**src/rtl/seq_mul_nbit.sv**
```systemverilog
`default_nettype none
// +----------------------------------------------------------------------------+
// | Module      : seq_mul_nbit                                                 |
// | Description : Radix-2 shift-add multiplier, signed/unsigned, full product, |
// |               valid/ready handshakes. SEQ_MUL_EARLY_TERM_EN enables early  |
// |               termination once the remaining multiplier bits are zero.     |
// | Revision    : 1.0 - initial release                                        |
// +----------------------------------------------------------------------------+
module seq_mul_nbit #(
  parameter int WIDTH = 16,
  parameter int CNT_W = $clog2(WIDTH + 1)
) (
  input  logic             clk,
  input  logic             rst,
  input  logic             in_valid,
  output logic             in_ready,
  input  logic [WIDTH-1:0] A,
  input  logic [WIDTH-1:0] B,
  input  logic             is_signed,
  output logic             out_valid,
  input  logic             out_ready,
  output logic [WIDTH-1:0] P_lo,
  output logic [WIDTH-1:0] P_hi
);

  typedef enum logic [1:0] {
    S_IDLE = 2'd0,
    S_CALC = 2'd1,
    S_DONE = 2'd2
  } state_t;

  localparam logic [CNT_W-1:0] c_last_cnt = CNT_W'(WIDTH - 1);

  state_t                 state_q, state_d;
  logic [2*WIDTH-1:0]     acc_q, acc_d;
  logic [2*WIDTH-1:0]     mcand_q, mcand_d;
  logic [2*WIDTH-1:0]     prod_q, prod_d;
  logic [WIDTH-1:0]       mplier_q, mplier_d;
  logic [CNT_W-1:0]       cnt_q, cnt_d;
  logic                   neg_q, neg_d;

  logic [WIDTH-1:0]       w_abs_a;
  logic [WIDTH-1:0]       w_abs_b;
  logic [2*WIDTH-1:0]     w_acc_sum;
  logic [WIDTH-1:0]       w_mplier_shift;
  logic                   w_last;

  // Magnitude of the most negative value wraps to 2^(WIDTH-1), which is exact unsigned.
  assign w_abs_a = (is_signed && A[WIDTH-1]) ? (~A + WIDTH'(1)) : A;
  assign w_abs_b = (is_signed && B[WIDTH-1]) ? (~B + WIDTH'(1)) : B;

  assign w_acc_sum      = acc_q + (mplier_q[0] ? mcand_q : '0);
  assign w_mplier_shift = mplier_q >> 1;

`ifdef SEQ_MUL_EARLY_TERM_EN
  assign w_last = (cnt_q == c_last_cnt) || (w_mplier_shift == '0);
`else
  assign w_last = (cnt_q == c_last_cnt);
`endif

  always_comb begin
    state_d  = state_q;
    acc_d    = acc_q;
    mcand_d  = mcand_q;
    prod_d   = prod_q;
    mplier_d = mplier_q;
    cnt_d    = cnt_q;
    neg_d    = neg_q;

    unique case (state_q)
      S_IDLE: begin
        if (in_valid) begin
          acc_d    = '0;
          mcand_d  = {{WIDTH{1'b0}}, w_abs_a};
          mplier_d = w_abs_b;
          cnt_d    = '0;
          neg_d    = is_signed & (A[WIDTH-1] ^ B[WIDTH-1]);
          state_d  = S_CALC;
        end
      end
      S_CALC: begin
        acc_d    = w_acc_sum;
        mcand_d  = mcand_q << 1;
        mplier_d = w_mplier_shift;
        cnt_d    = cnt_q + CNT_W'(1);
        if (w_last) begin
          prod_d  = neg_q ? (~w_acc_sum + (2*WIDTH)'(1)) : w_acc_sum;
          state_d = S_DONE;
        end
      end
      S_DONE: begin
        if (out_ready) begin
          state_d = S_IDLE;
        end
      end
      default: begin
        state_d = S_IDLE;
      end
    endcase
  end

  always_ff @(posedge clk or posedge rst) begin
    if (rst) begin
      state_q  <= S_IDLE;
      acc_q    <= '0;
      mcand_q  <= '0;
      prod_q   <= '0;
      mplier_q <= '0;
      cnt_q    <= '0;
      neg_q    <= 1'b0;
    end else begin
      state_q  <= state_d;
      acc_q    <= acc_d;
      mcand_q  <= mcand_d;
      prod_q   <= prod_d;
      mplier_q <= mplier_d;
      cnt_q    <= cnt_d;
      neg_q    <= neg_d;
    end
  end

  assign in_ready  = (state_q == S_IDLE);
  assign out_valid = (state_q == S_DONE);
  assign P_lo      = prod_q[WIDTH-1:0];
  assign P_hi      = prod_q[2*WIDTH-1:WIDTH];

endmodule
`default_nettype wire
```
**config.mk**
```make
export PLATFORM = sky130hd
export DESIGN_NAME = seq_mul_nbit
export DESIGN_NICKNAME = d
export VERILOG_FILES = /design/src/rtl/seq_mul_nbit.sv
export SDC_FILE = /design/constraint.sdc
export NUM_CORES = 1
export LEC_CHECK = 0
export CORE_MARGIN = 10
export CORE_UTILIZATION = 60
export CTS_CLUSTER_SIZE = 40
export DETAILED_ROUTE_END_ITERATION = 8
export DONT_BUFFER_PORTS = 1
export HOLD_SLACK_MARGIN = 0.15
export PLACE_DENSITY_LB_ADDON = 0.05
export RECOVER_POWER = 50
export SLEW_MARGIN = 20
export SYNTH_ARGS = -nofsm -noshare
export SYNTH_HDL_FRONTEND = slang
export SYNTH_SLANG_ARGS = --single-unit
```
**constraint.sdc**
```tcl
create_clock -name clk -period 11.3 [get_ports clk]
set_input_delay 1.13 -clock clk [delete_from_list [all_inputs] [get_ports clk]]
set_output_delay 1.13 -clock clk [all_outputs]
set_load 0.02 [all_outputs]
```
# ---- Word-level counts from Yosys, hierarchy flattened
# Cells that the tools add are included.
dict set report totals {
  reg_bits 120
  in_bits 37
  out_inout_bits 34
}
dict set report classes {
  n_addsub 5
  n_eq_ne 6
  n_mux 16
  bitwise 5
  reduce_logical 8
}
# cell count
set ops {}
lappend ops {{32-bit 2-to-1 mux} 4}
lappend ops {{32-bit case mux with 2 select lines} 2}
lappend ops {{16-bit 2-to-1 mux} 3}
lappend ops {{16-bit by 1-bit adder with 16-bit output (second input constant)} 2}
lappend ops {{32-bit by 1-bit adder with 32-bit output (second input constant)} 1}
lappend ops {{32-bit adder} 1}
lappend ops {{16-bit NOT} 2}
lappend ops {{32-bit NOT} 1}
lappend ops {{16-bit case mux with 2 select lines} 1}
lappend ops {{5-bit case mux with 2 select lines} 1}
lappend ops {{2-bit 2-to-1 mux} 3}
lappend ops {{2-bit case mux with 3 select lines} 1}
lappend ops {{2-bit AND reduction} 3}
lappend ops {{5-bit by 1-bit adder with 5-bit output (second input constant)} 1}
lappend ops {{5-bit by 4-bit == test with 1-bit output (second input constant)} 1}
lappend ops {{5-bit 2-to-1 mux} 1}
lappend ops {{2-bit inequality test (second input constant)} 2}
lappend ops {{3-bit AND reduction} 1}
lappend ops {{2-bit by 1-bit == test with 1-bit output (second input constant)} 1}
lappend ops {{2-bit == test (second input constant)} 1}
lappend ops {{1-bit logical AND} 2}
lappend ops {{2-bit logical NOT} 1}
lappend ops {{2-bit by 1-bit inequality test with 1-bit output (second input constant)} 1}
lappend ops {{2-bit nonzero test} 1}
lappend ops {{other kinds (2)} 2}

# ---- Logic depth before layout (Yosys ltp)
# Gate-level depths: netlist of run 1.
dict set report depth {
  word_depth 5
  depth_mapped 15
  ltp_nobuf 13
}

# ---- Worst setup path before layout of run 1
# Ideal clock, no wire load.
dict set report synth_timing {
  path_kind {register to register}
  start {reg mplier_q[0]}
  end {reg prod_q[30]}
  setup_ps 131
  t_arrival_ps 3787
  required_time_ps 11169
  setup_slack_ps 7382
  path_stages_with_launch 15
  path_buffers 1
  synth_period_minus_slack_ps 3918
  cell_sequence {dfrtp_1 clkbuf_1 and2_1 ha_1 fa_1 a21o_1 a41o_1 o21ai_2 a221oi_2 or4_1 or4_4 nand4b_4 o41ai_2 xnor2_1 o21ai_1}
}
dict set report synth_between {
  elab_chain_cells 5
}
# element line_no
set synth_rtl {}
lappend synth_rtl {{start: declaration} 38} ;# logic [WIDTH-1:0] mplier_q, mplier_d;
lappend synth_rtl {{start signal: assignment} 116} ;# mplier_q <= mplier_d;
lappend synth_rtl {{32-bit 2-to-1 mux *} 52} ;# assign w_acc_sum = acc_q + (mplier_q[0] ? mcand_q : '0);
lappend synth_rtl {{32-bit adder *} 52}
lappend synth_rtl {{32-bit NOT} 87} ;# prod_d = neg_q ? (~w_acc_sum + (2*WIDTH)'(1)) : w_acc_sum;
lappend synth_rtl {{32-bit by 1-bit adder with 32-bit output} 87}
lappend synth_rtl {{32-bit 2-to-1 mux *} 87}
lappend synth_rtl {{end signal: assignment} 115} ;# prod_q <= prod_d;
lappend synth_rtl {{end: declaration} 37} ;# logic [2*WIDTH-1:0] prod_q, prod_d;
# Every way passes the cells marked *; elsewhere a longest branch is shown, timed or not.
# A chain may end at the register's enable or synchronous reset.

==> summary.txt, run 1 <==
Floorplanning
  • IO Pins: 71
  • Initial core utilization: 61.0%
  • # rows: 42
  • Die ar.: 18,400 µm²
  • Die Width: 136 µm
  • Die Ht: 136 µm
  • Core area: 13,200 µm²

Drt
  • Via count: 6,795
  • Total Routed Length: 19,600 µm
  • DR iter-0 viols: 433
  • Wire per inst: 17.8 µm
  • Via density: 6.18
  • Drt pass-1 iters: 5
  • DRC violations left: 0
  • Routed Antenna Nets: 0

Power
  • Worst vdd ir: 190 µV
  • PD cells: 311 nW/µm²
  • Leak Pwr: 3.79 nW

Layout
  • Synth-to-layout area growth: 7.93%
  • Share of layout cells above drive strength 1: 6.60%
  • Fillers: 1,138
  • Post-layout instance count excluding filler cells: 1,100
  • Ant diodes: 0
  • Nets: 985

Synthesis
  • Post-synthesis instance total: 939
  • Top FF cell, synth: dfrtp_1
  • Top post-synthesis cells by area: dfrtp_1, o21ai_0, nand2_1
  • Net Count, Synth: 1,013
  • Synthesized area per cell: 8.57 µm²
  • Cell taking the most area after synthesis: dfrtp_1
  • Area fraction of the dominant cell type after synthesis: 37.3%
  • Yosys cell types: 71
  • Yosys warning total: 0
  • Number of synthesized register bits: 120
  • Mapped Area: 8050 µm²
  • EDFF count, synth: 0
  • Sequential share of the synthesized area: 37.3%
  • Async SR Flop Fraction: 100%

Clock network
  • Post-cts resize count: 0
  • TritonCTS Buffers: 17
  • H-tree depth: 4
  • Clock buffer depth: 2
  • Root Buffer: clkbuf_16
  • Clock transition at the registers of the reported paths: 0.05 ns
  • Postcts setup bufs: 0
  • Post-CTS Hold Buffers: 0
  • Worst skew pair latency: 0.42 ns
  • CTS tree: built
  • Clock sinks: 120

Setup path
  • CP Buf/Inv Count: 2
  • Family with the most delay on the worst path: buffers and inverters
  • CP Capture Type: asynchronous set/reset pin
  • Crit-path max FO: 66
  • Crit path max-delay cell type: clkbuf_1
  • CP Launch Type: input pin
  • Reg2Reg Setup Slack: 6.75 ns
  • Crit path kind: in -> async
  • Crit path required time: 11.01 ns
  • Max incr delay on CP: 2.59 ns
  • Worst EP arrival: 5.08 ns
  • Cell Chain, Critical Path: clkinvlp_2, clkbuf_1

Timing
  • Least-Margin Pin Slew: 3.55 ns
  • FMAX: 0.186 GHz
  • # setup viols final: 0
  • Tcrit/Tclk final: 47.5%
  • RSZ-0062 raised after global routing: no
  • Slew HR: -137%
  • Max Slew Vio Count: 179
  • Setup_tns: 0 ns
  • Minimum clock period: 5.37 ns
  • Worst Skew: 0.00920 ns
  • Hold Vio Cnt, Final: 0

Global route
  • Initial antenna violation count: 0
  • Grt met1 use: 29.8%
  • Vias in the first global route: 6,469
  • Largest net degree at the start of global routing: 68
  • Met3 Use GR: 5.34%
  • First-pass GRT wire length: 32,100 µm
  • Remaining Overflow, GRT: 0
  • Met2 GRT Util: 32.0%
  • GRT Total Usage: 21.4%
  • Grt peak-use layer: met2

Hold path
  • Worst hold path class: reg -> reg

Place
  • GP Congestion: 0.948
  • Detailed Place HPWL: 14,100 µm
  • Port Buf Inserts: 0
  • Placed cells: 1,068

Status
  • Failing checks: max-capacitance violations, max-slew violations
  • Status: complete, but fails checks

Flow run
  • Max-cap violations: 3
[routing by layer]
metal	vias up	share of wire, %
met5	-	0
met3	20	8.0
met2	206	43
met1	3251	48
met4	0	1.1
li1	3318	-
[synth_stat cells (all sizes together), types with 6 or more instances]
library cell  count
nand2           149
o21ai           129
dfrtp           120
clkbuf           45
a21oi            44
and2             44
nand3            41
xor2             41
xnor2            38
ha               36
a22oi            32
nor2             29
inv              17
a21o             14
nor3             13
o31ai            12
nand4            11
or3              11
a22o              9
and3              9
buf               8
o41ai             8
nand2b            7
a21boi            6
o21a              6
[path summary, 6_finish.rpt]
kind                              end  depth (start not counted)         from
max                         prod_q[8]                          2          rst
min                          cnt_q[3]                          1     cnt_q[3]
max reg2reg                prod_q[28]                         13  mplier_q[0]
min reg2reg                  cnt_q[3]                          1     cnt_q[3]
max in group clk           prod_q[28]                         13  mplier_q[0]
min in group asynchronous    cnt_q[3]                          1          rst
[stage by stage]
stage | setup WS [ns] | cell area (µm²) | hold slack, ns | total power, mW | util, %
2_1_floorplan | 6.98 | 8050 | 0.449 | 1.85 | -
3_3_place_gp | 6.94 | 8110 | 0.473 | 2.10 | 61.5
3_5_place_dp | 6.81 | 8110 | 0.480 | 2.15 | 61.5
4_1_cts | 6.79 | 8690 | 0.492 | 2.69 | 65.9
5_1_grt | 4.92 | 8680 | 0.524 | 2.91 | 65.8
6_report | 5.93 | 8680 | 0.490 | 2.70 | 65.8
[sequential cells by signal, indices dropped and copies added, names as in the netlist]
register,flops
neg_q,1
cnt_q,5
mcand_q,32
acc_q,32
mplier_q,16
prod_q,32
state_q,2
[report_power, final]
| group | switching [mW] | internal, mW |
|---|---|---|
| Clock | 0.198 | 0.335 |
| Sequential | 0.204 | 0.617 |
| Combinational | 0.856 | 0.489 |
[cell families after synthesis]
kind of cell | Yosys count | share of synthesized area (%)
XOR/XNOR | 79 | 8.60
multiplexers | 4 | 0.498
buffers and inverters | 70 | 3.53
AND/OR/NAND/NOR | 332 | 20.6
adder cells (fa/ha/maj) | 37 | 5.85
AO/OA/AOI/OAI | 297 | 23.6
flip-flops | 120 | 37.3
[area by class of cell]
type / count / area (µm²) / area share [%]
tap: 176 / 220 / 2.54
clock buffer: 21 / 460 / 5.30
timing repair buffer: 6 / 33.8 / 0.389
clock inverter: 11 / 123 / 1.41
sequential: 120 / 3000 / 34.6
multi-input combinational: 749 / 4780 / 55.0
inverter: 17 / 65.1 / 0.749
[layout by cell type (no fill, tap or decap), types with 12 or more instances in the layout]
master | netlist | final
a21o_1 | 14 | 14
a21oi_1 | 40 | 40
a22oi_1 | 32 | 32
and2_1 | 43 | 43
clkbuf_16 | 0 | 17
dfrtp_1 | 120 | 120
ha_1 | 36 | 36
inv_1 | 17 | 16
nand2_1 | 149 | 148
nand3_1 | 41 | 41
nor2_1 | 29 | 28
nor3_1 | 13 | 13
o21ai_0 | 114 | 114
o21ai_1 | 14 | 14
o31ai_1 | 12 | 12
xnor2_1 | 38 | 38
xor2_1 | 41 | 41
Note: power is estimated with default switching activity, not from simulation.
==> run 2, diff against run 1 <==
--- a/config.mk
+++ b/config.mk
@@ -6,7 +6,7 @@
 export NUM_CORES = 1
 export LEC_CHECK = 0
 export CORE_MARGIN = 10
-export CORE_UTILIZATION = 60
+export CORE_UTILIZATION = 59
 export CTS_CLUSTER_SIZE = 40
 export DETAILED_ROUTE_END_ITERATION = 8
 export DONT_BUFFER_PORTS = 1
==> constraint.sdc (replaced) <==
create_clock -name clk -period 4.62 [get_ports clk]
set_input_delay 0.462 -clock clk [delete_from_list [all_inputs] [get_ports clk]]
set_output_delay 0.462 -clock clk [all_outputs]
set_load 0.02 [all_outputs]
==> run 2 against run 1 <==
Die area increased by 1.4%. The run still ends with max-capacitance violations, max-slew violations left. First-iteration DRC count decreased by 1.8%. Flip-flop and latch count unchanged. Non-clock buffer count increased by 18.
==> summary.txt, run 2 (synthesis gave the netlist of run 1 again) <==
Setup path
  • Reg-to-Reg End: prod_q[31]
  • Worst EP arrival: 4.58 ns
  • Crit-path max FO: 18
  • Worst reg-to-reg path cell count: 13
  • CP Capture Type: register
  • R2r startpoint: mplier_q[0]
  • Crit path kind: reg -> reg
  • CP Launch Type: register
  • Reg2Reg Setup Slack: 0.31 ns
  • Crit path required time: 4.89 ns

Timing
  • Hold Vio Cnt, Final: 0
  • Worst Skew: 0.0110 ns
  • Max Slew Vio Count: 100
  • FMAX: 0.232 GHz
  • RSZ-0062 raised after global routing: no
  • Setup_tns: 0 ns
  • Worst hold margin: 0.167 ns
  • Final worst slack: 0.305 ns
  • Minimum clock period: 4.31 ns
  • # setup viols final: 0
  • Tcrit/Tclk final: 93.4%
  • Slew HR: -75.2%
  • Least-Margin Pin Slew: 2.63 ns

Drt
  • DR iter-0 viols: 425
  • Total Routed Length: 20,100 µm
  • Via count: 6,875
  • Wire per inst: 18.0 µm
  • Routed Antenna Nets: 0
  • DRC violations left: 0
  • Via density: 6.15
  • Drt pass-1 iters: 6

Place
  • Port Buf Inserts: 0
  • Pre-CTS setup slack: 0.340 ns
  • Post-DP Area: 8230 µm²
  • Placed cells: 1,084
  • GP Congestion: 0.931
  • Detailed Place HPWL: 14,900 µm

Layout
  • Ant diodes: 0
  • Design area: 8860 µm²
  • Share of layout cells above drive strength 1: 8.60%
  • Commonest non-fill, non-tap cells in the layout: nand2_1, dfrtp_1, o21ai_0
  • Synth-to-layout area growth: 10.2%
  • Post-layout instance count excluding filler cells: 1,118
  • Commonest non-fill, non-tap cell in the layout: nand2_1
  • Fillers: 1,103
  • Regs by FF count: acc_q x32, mcand_q x32, prod_q x32
  • Nets: 1,003

Clock network
  • Clock buffer depth: 2
  • Clock sinks: 120
  • Clock transition at the registers of the reported paths: 0.06 ns
  • CTS tree: built
  • TritonCTS Buffers: 17
  • Worst skew pair latency: 0.43 ns
  • Postcts setup bufs: 0
  • H-tree depth: 4
  • Root Buffer: clkbuf_16

Hold path
  • Hold path startpoint: is_signed
  • Hold Path End: neg_q
  • Hold path cells: 2
  • Worst hold path class: in -> reg

Global route
  • Initial antenna violation count: 0
  • First-pass GRT wire length: 33,700 µm
  • GRT Total Usage: 22.2%
  • Remaining Overflow, GRT: 0
  • Largest net degree at the start of global routing: 68
  • Vias in the first global route: 6,743

Floorplanning
  • Initial core utilization: 60.5%
  • Die Ht: 137 µm
  • Core area: 13,300 µm²
  • # rows: 42
  • Die ar.: 18,700 µm²
  • IO Pins: 71
  • Die Width: 137 µm

Flow run
  • Max-cap violations: 2

Power
  • PD cells: 778 nW/µm²
  • Worst vdd ir: 568 µV
  • Leak Pwr: 3.89 nW

Status
  • Failing checks: max-capacitance violations, max-slew violations
  • Status: complete, but fails checks
[run 2: cell count changes in the layout (fill, tap and decap cells not counted), sizes merged]
| cell | delta |
|---|---|
| bufinv | +1 |
| buf | +17 |
| inv | +5 |
| dlygate4sd3 | +2 |
| clkbuf | -5 |
| clkinv | -2 |
[run 2: per-stage QoR]
step	utilization, %	power, mW
floorplan	-	4.52
global placement	61.9	5.35
detailed placement	61.9	5.47
CTS	66.7	6.87
global route	66.7	7.44
finish	66.7	6.90
[run 2: routing by layer]
metal | share of wire [%] | routed length [µm] | global-route usage (%)
met2 | 43 | 8710 | 32.9
met3 | 8.6 | 1730 | 6.89
met1 | 46 | 9320 | 30.4
met4 | 1.6 | 320 | 6.79
met5 | 0 | 0 | 0
[run 2: worst max-delay path, stage by stage, from the launching register on]
cell and delay (ns):
dfrtp_1 0.57, and2_1 0.19, ha_1 0.22, fa_1 0.25, a21o_1 0.18, a41o_1 0.37
o21ai_1 0.16, a2111o_1 0.43, and2_1 0.20, xnor2_1 0.19, or4_1 0.68, o41ai_1 0.47
xnor2_1 0.17, o21ai_1 0.08
[run 2: where the power goes]
part           switching, mW  total [mW]  internal (mW)
logic                   2.17        3.51           1.34
registers              0.489        2.00           1.51
clock network          0.532        1.39          0.858
total                   3.19        6.90           3.71
[run 2: repair_timing]
action / 4_1_cts / 5_1_grt
hold buffers: 2 / 0
setup endpoints to repair: 0 / 3
resized for setup: 0 / 1
hold endpoints to repair: 23 / 0
[run 2: final cells by class]
cell class	instances	area, µm²	area share, %
Sequential cell	120	3000	33.9
Clock inverter	15	190	2.15
Timing Repair Buffer	24	178	2.00
Multi-Input combinational cell	749	4780	54.0
Clock buffer	17	425	4.80
Inverter	17	65.1	0.734
Tap cell	176	220	2.48
[run 2: how the worst max path moves through the flow]
| stage | from | end | slack, ns | cells after the start |
|---|---|---|---|---|
| floorplan | mplier_q[0] | prod_q[30] | 0.70 | 14 |
| global placement | mplier_q[0] | prod_q[30] | 0.47 | 13 |
| detailed placement | mplier_q[0] | prod_q[31] | 0.34 | 12 |
| CTS | mplier_q[0] | prod_q[31] | 0.29 | 12 |
| global route | mplier_q[0] | prod_q[31] | 0.05 | 13 |
| finish | mplier_q[0] | prod_q[31] | 0.31 | 13 |
